$ cat src/rtl/param_write_arbiter.sv
// rtl/param_write_arbiter.sv - round-robin write arbiter/sequencer for the effect-parameter bank
// Define PARAM_ARB_GUARD_EN to block loads for GUARD cycles after each sample_tick_i.
module param_write_arbiter #(
  parameter int N_REQ = 4,
  parameter int DEPTH = 8,
  parameter int WIDTH = 16,
  parameter int GUARD = 2,
  localparam int AW = $clog2(DEPTH),
  localparam int IW = $clog2(N_REQ)
) (
  input  logic                   clk_i,
  input  logic                   rst_ni,
  input  logic [N_REQ-1:0]       req_i,
  input  logic [N_REQ*AW-1:0]    addr_i,
  input  logic [N_REQ*WIDTH-1:0] wdata_i,
  input  logic                   sample_tick_i,
  output logic [N_REQ-1:0]       gnt_o,
  output logic [DEPTH-1:0]       reg_valid_o,
  output logic [WIDTH-1:0]       reg_data_o,
  output logic                   addr_err_o,
  output logic                   busy_o
);

  typedef enum logic {IDLE, LOAD} state_e;

  state_e           state_q, state_d;
  logic [IW-1:0]    ptr_q, ptr_d;
  logic [IW-1:0]    win_q, win_d;
  logic [AW-1:0]    addr_q, addr_d;
  logic [WIDTH-1:0] data_q, data_d;
  logic [IW-1:0]    pick;
  logic             found;
  int unsigned      scan_idx;
  logic             window_open;
  logic             addr_ok;
  logic             fire;

`ifdef PARAM_ARB_GUARD_EN
  localparam int GW = $clog2(GUARD + 2);
  logic [GW-1:0] guard_cnt_q, guard_cnt_d;

  always_comb begin
    guard_cnt_d = guard_cnt_q;
    if (sample_tick_i)
      guard_cnt_d = GW'(GUARD);
    else if (guard_cnt_q != '0)
      guard_cnt_d = guard_cnt_q - 1'b1;
  end

  always_ff @(posedge clk_i or negedge rst_ni) begin
    if (!rst_ni) guard_cnt_q <= '0;
    else         guard_cnt_q <= guard_cnt_d;
  end

  // The tick itself closes the window combinationally, even mid-LOAD.
  assign window_open = !sample_tick_i && (guard_cnt_q == '0);
`else
  logic unused_tick;
  int   unused_guard;
  assign unused_tick  = sample_tick_i;
  assign unused_guard = GUARD;
  assign window_open  = 1'b1;
`endif

  assign addr_ok = 32'(addr_q) < 32'(DEPTH);

  // Round-robin search: first asserted request at or above ptr_q, wrapping.
  always_comb begin
    pick     = ptr_q;
    found    = 1'b0;
    scan_idx = 0;
    for (int i = 0; i < N_REQ; i++) begin
      scan_idx = (32'(ptr_q) + 32'(i)) % 32'(N_REQ);
      if (!found && req_i[IW'(scan_idx)]) begin
        found = 1'b1;
        pick  = IW'(scan_idx);
      end
    end
  end

  always_ff @(posedge clk_i or negedge rst_ni) begin
    if (!rst_ni) begin
      state_q <= IDLE;
      ptr_q   <= '0;
      win_q   <= '0;
      addr_q  <= '0;
      data_q  <= '0;
    end else begin
      state_q <= state_d;
      ptr_q   <= ptr_d;
      win_q   <= win_d;
      addr_q  <= addr_d;
      data_q  <= data_d;
    end
  end

  always_comb begin
    state_d = state_q;
    ptr_d   = ptr_q;
    win_d   = win_q;
    addr_d  = addr_q;
    data_d  = data_q;
    case (state_q)
      IDLE: begin
        if (found) begin
          win_d   = pick;
          addr_d  = addr_i[pick*AW +: AW];
          data_d  = wdata_i[pick*WIDTH +: WIDTH];
          state_d = LOAD;
        end
      end
      LOAD: begin
        if (window_open) begin
          ptr_d   = (win_q == IW'(N_REQ - 1)) ? '0 : win_q + 1'b1;
          state_d = IDLE;
        end
      end
      default: state_d = IDLE;
    endcase
  end

  always_comb begin
    fire        = (state_q == LOAD) && window_open;
    busy_o      = (state_q == LOAD);
    reg_data_o  = data_q;
    gnt_o       = '0;
    reg_valid_o = '0;
    addr_err_o  = 1'b0;
    if (fire) begin
      gnt_o = N_REQ'(1) << win_q;
      if (addr_ok) reg_valid_o = DEPTH'(1) << addr_q;
      else         addr_err_o  = 1'b1;
    end
  end

endmodule

$ cat config.mk
export PLATFORM = sky130hd
export DESIGN_NAME = param_write_arbiter
export DESIGN_NICKNAME = d
export VERILOG_FILES = /design/src/rtl/param_write_arbiter.sv
export SDC_FILE = /design/constraint.sdc
export NUM_CORES = 1
export LEC_CHECK = 0
export BUFFER_PORTS_ARGS = -buffer_cell sky130_fd_sc_hd__buf_2
export CAP_MARGIN = 5
export CORE_MARGIN = 3
export CORE_UTILIZATION = 43
export CTS_CLUSTER_DIAMETER = 40
export CTS_CLUSTER_SIZE = 24
export DETAILED_ROUTE_END_ITERATION = 10
export PLACE_DENSITY = 0.81
export SLEW_MARGIN = 20
export SYNTH_ARGS = -nofsm -noshare
export SYNTH_HDL_FRONTEND = slang
export SYNTH_SLANG_ARGS = --single-unit
export TNS_END_PERCENT = 5
$ cat constraint.sdc
create_clock -name clk_i -period 2.4 [get_ports clk_i]
set_input_delay 0.6 -clock clk_i [delete_from_list [all_inputs] [get_ports clk_i]]
set_output_delay 0.6 -clock clk_i [all_outputs]
set_load 0.005 [all_outputs]
[Word-level counts from Yosys, hierarchy flattened]
Cells that the tools add are included.
Word-level totals
  register bits after elaboration: 24
  bits in latches: 0
  RAM bits: 0
  ROM bits: 0
  input bits: 83
  output and inout port bits: 30
  logic and storage cells: 47
  memories kept: 0
Operators by class
  add/subtract/negate cells: 4
  multiply operators: 1
  div/mod/pow operators: 0
  magnitude comparators: 4
  eq/ne operators: 1
  shifts and indexed selects: 4
  mux-type cells: 20
  bitwise gates (word level): 1
  reductions and logical operators: 7
Operators by type and width (number)
  $shiftx A64 B7 Y16: 1
  $lt A2 B3 Y1 const B: 4
  $shiftx A12 B5 Y3: 1
  $mux W1: 9
  $bmux W1 S2: 4
  $mux W2: 4
  $mux W8: 1
  $shl A1 B3 Y8 const A: 1
  $add A2 B1 Y2 const B: 2
  $add A2 B2 Y2 const B: 2
  $mul A2 B2 Y4 const B: 1
  $mux W4: 1
  $shl A1 B2 Y4 const A: 1
  $logic_and A1 B1 Y1: 3
  $logic_not A1 Y1: 3
  $eq A2 B2 Y1 const B: 1
  $pmux W1 S2: 1
  $reduce_and A2 Y1: 1
  $not A1 Y1: 1

[Depth between registers and ports, before layout]
  word-level depth: 14
  gate-level depth with buffers: 8

[Least setup slack after synthesis]
No wires, ideal clock.
  kind: input -> register
  from: input req_i[2]
  to: register data_q[1], in the netlist reg_data_o[1]
  data arrival time: 1.895 ns
  data required time: 2.263 ns
  path slack: 0.368 ns
  cell stages on the path: 8
  cells stage by stage: nor2b_1 o21a_1 or3_1 buf_2 buf_6 buf_6 a211oi_2 a211oi_1
On the way
  longest elaborated chain between the ends: 13
RTL lines
  start, declared: RTL line 13  | input logic [N_REQ-1:0] req_i,
  $bmux W1 S2: RTL line 74  | if (!found && req_i[IW'(scan_idx)]) begin
  $mux W1 (not written as such): RTL line 74
  $mux W1: RTL line 74
  $logic_not A1 Y1: RTL line 74
  $logic_and A1 B1 Y1: RTL line 74
  $mux W1: RTL line 74
  $logic_not A1 Y1: RTL line 74
  $logic_and A1 B1 Y1: RTL line 74
  $mux W1: RTL line 74
  $logic_not A1 Y1: RTL line 74
  $logic_and A1 B1 Y1: RTL line 74
  $mux W2 or $mux W1 (tied branches): RTL line 74
  $shiftx A64 B7 Y16 or $reduce_and A2 Y1 (tied branches)
  end signal, assigned: RTL line 93  | data_q <= data_d;
  end, declared: RTL line 30  | logic [WIDTH-1:0] data_q, data_d;
Parallel ways exist; a longest one is shown, timed or not. The select of a mux whose other input is x is not followed.
A chain may end at the register's enable or synchronous reset.

[Final worst setup path]
  from: input req_i[2]
  to: register data_q[6], in the netlist reg_data_o[6]
The elaborated chain is that of the path after synthesis.

==> out/qor.txt <==
clock skew: 2.85 ps
Synth-to-Final Area Change: 36.8%
crit path kind: input pin to flip-flop
Max Fclk: 503 MHz
Detail Route Antenna Nets: 0
Crit path required time: 2560 ps
CTS Buffer Depth: 2
HP Class: input pin to async pin
Synth Register Bits: 24
Final nets: 379
number of buffers created by CTS: 3
io pins: 113
post-detail-place hpwl: 3700 um
share of the synthesized area in the top cell type: 34.2%
Cell variety after synth: 29
YS warnings: 0
FFs w/ async S/R, synth: 100%
count of input and output buffers: 110
biggest area consumer among synthesized cells: dfrtp_1
max-cap violation count: 0
post-synthesis adder-cell area fraction: 2.85%
die outline width: 69.9 um
drt first pass iters: 4
drt via density: 5.40
RSZ-0062 raised after global routing: no
Tmin final: 1990 ps
Post-Place Cell Area: 2360 um^2
final WL: 4800 um
max-slew violation count: 0
Setup TNS: 0 ps
Antenna Cells: 0
grt total ovfl: 0
postcts setup bufs: 0
Cell Area, Synth: 1750 um^2
CP startpoint kind: input pin
Layout fillers: 349
layout cells sized above 1: 46.9%
top-count cell post-synth: a211oi_1
CTS tree: done
Synth Flop Type: dfrtp_1
Final period util: 82.8%
H-tree depth reported by CTS: 1
Compound-Gate Fraction of Synth Area: 21.7%
RePlAce Congestion: 0.764
critical path fanouts, max: 29
drt wl/cell: 14.2 um
worst vdd ir: 0.000450 V
GRT Total Usage: 19.4%
CP arrival: 2150 ps
Gate Count Post-Synth: 186
# setup viols final: 0
drt drc: 0
Final Hold Viols: 0
Iter 0 DRT Violations: 65
Worst Setup End Kind: flip-flop
vias in the first global route: 1765
first-pass GRT wire length: 7990 um
Rows: 22
initial antenna violation count: 0
vias: 1824
post-synthesis simple-gate area fraction: 22.6%
Mean Syn Cell Area: 9.43 um^2
Static Leak: 1.16 nW
Reg clk slew, reported paths: 80 ps
clock root cell: clkbuf_8
sequential fraction of the synthesis area: 34.2%
Slew headroom: 64.8%
CTS Hold Bufs: 0
status: finished, final reports clean
Synth top cells by count: 29 x a211oi_1, 28 x nor2_1, 24 x dfrtp_1, 19 x mux2i_1, 19 x nor4b_1
xor-xnor portion of the synthesized cell area: 0%
Placeable Area: 3800 um^2
DIE AREA: 4880 um^2
Initial Utilization: 46.2%
ranking of synthesized cells by area: dfrtp_1 34%, a211oi_1 12%, mux2i_1 11%
Power Dens Cells: 957 nW/um^2
Mapped Nets: 273
Skew-Pair Late Insertion Delay: 260 ps
EDFF count, synth: 0
final instance area: 2400 um^2
post_cts resized: 0
die height: 69.9 um
worst slew pin tran: 529 ps
largest family of logic cells by synthesized area: simple AND/OR/NAND/NOR gates
largest net degree at the start of global routing: 30
post-synthesis mux area share: 12.1%
# clock sinks: 24
worst paths after layout:
| path | from | slack, ps | endpoint | cells after the start |
|---|---|---|---|---|
| hold / removal | rst_ni | 310 | reg_data_o[7]$_DFFE_PN0P_ | 1 |
| setup / recovery | req_i[2] | 410 | reg_data_o[6]$_DFFE_PN0P_ | 7 |
| max in group asynchronous | rst_ni | 1730 | reg_data_o[14]$_DFFE_PN0P_ | 1 |
| setup reg to reg | ptr_q[0]$_DFFE_PN0P_ | 570 | reg_data_o[6]$_DFFE_PN0P_ | 6 |
| min in group clk_i | ptr_q[0]$_DFFE_PN0P_ | 560 | ptr_q[0]$_DFFE_PN0P_ | 1 |
| hold reg to reg | ptr_q[0]$_DFFE_PN0P_ | 560 | ptr_q[0]$_DFFE_PN0P_ | 1 |
layout make-up:
| cell class | count | area [um^2] | area share, % |
|---|---|---|---|
| Clock buffer | 3 | 41.3 | 1.72 |
| Sequential cell | 24 | 601 | 25.0 |
| Tap cell | 48 | 60.1 | 2.50 |
| Multi-Input combinational cell | 140 | 1050 | 43.7 |
| Timing Repair Buffer | 120 | 638 | 26.6 |
| Inverter | 3 | 11.3 | 0.469 |
logic make-up (layout without fill, tap and decap cells):
kind of cell               Yosys count  in the layout
adders and majority gates            4              4
buffers and inverters               22            126
and+or+nand+nor                     68             68
muxes                               21             21
DFF                                 24             24
AOI/OAI and AO/OA                   46             46
other                                1              1
sequential cells by signal, summed over array words and instances (netlist names):
signal / count
addr_q: 3
ptr_q: 2
win_q: 2
busy_o: 1
reg_data_o: 16
cell usage in the layout (no fill, tap or decap):
master / count
nand4b_1: 1
and2_1: 4
a21oi_2: 1
clkbuf_8: 3
dfrtp_1: 24
a21o_1: 2
mux2_2: 2
buf_12: 1
conb_1: 1
mux2i_1: 19
ha_1: 4
nand2_1: 3
nand3b_1: 1
nor2_1: 28
a21boi_1: 1
nor3_1: 2
nand2b_1: 5
and3_1: 1
o21ai_0: 3
or3_2: 1
a211oi_1: 29
buf_2: 110
or3_1: 1
nor4b_1: 19
nor2b_1: 2
inv_1: 3
buf_4: 9
o21a_1: 1
a211oi_2: 9
power breakdown:
group          switching, mW  total, mW  internal, mW  leakage [nW]
Clock                  0.118      0.230         0.112        0.0216
Combinational          0.691       1.32         0.630         0.866
Sequential             0.142      0.745         0.603         0.271
Total                  0.951       2.30          1.35          1.16
critical path, stage by stage:
cell	delay, ps
buf_2	120
nor2b_1	140
o21a_1	190
or3_2	500
buf_12	200
mux2i_1	130
a211oi_1	260
metrics by stage:
| stage | setup WS, ps | hold WS, ps | std cells | util, % | total power [mW] |
|---|---|---|---|---|---|
| floorplan | 368 | 304 | 186 | - | 1.62 |
| global placement | 175 | 542 | 335 | 62.1 | 2.06 |
| detailed placement | 147 | 542 | 335 | 62.1 | 2.09 |
| CTS | 416 | 332 | 338 | 63.2 | 2.32 |
| global route | 319 | 355 | 338 | 63.2 | 2.50 |
| finish | 413 | 309 | 338 | 63.2 | 2.30 |
routing by layer:
metal | wire length, um | track usage (%)
met1 | 1990 | 25.4
met2 | 2500 | 33.3
met4 | 66 | 6.60
met5 | 0 | 0
met3 | 234 | 2.01
No activity file was read; power rests on OpenSTA's default activity.
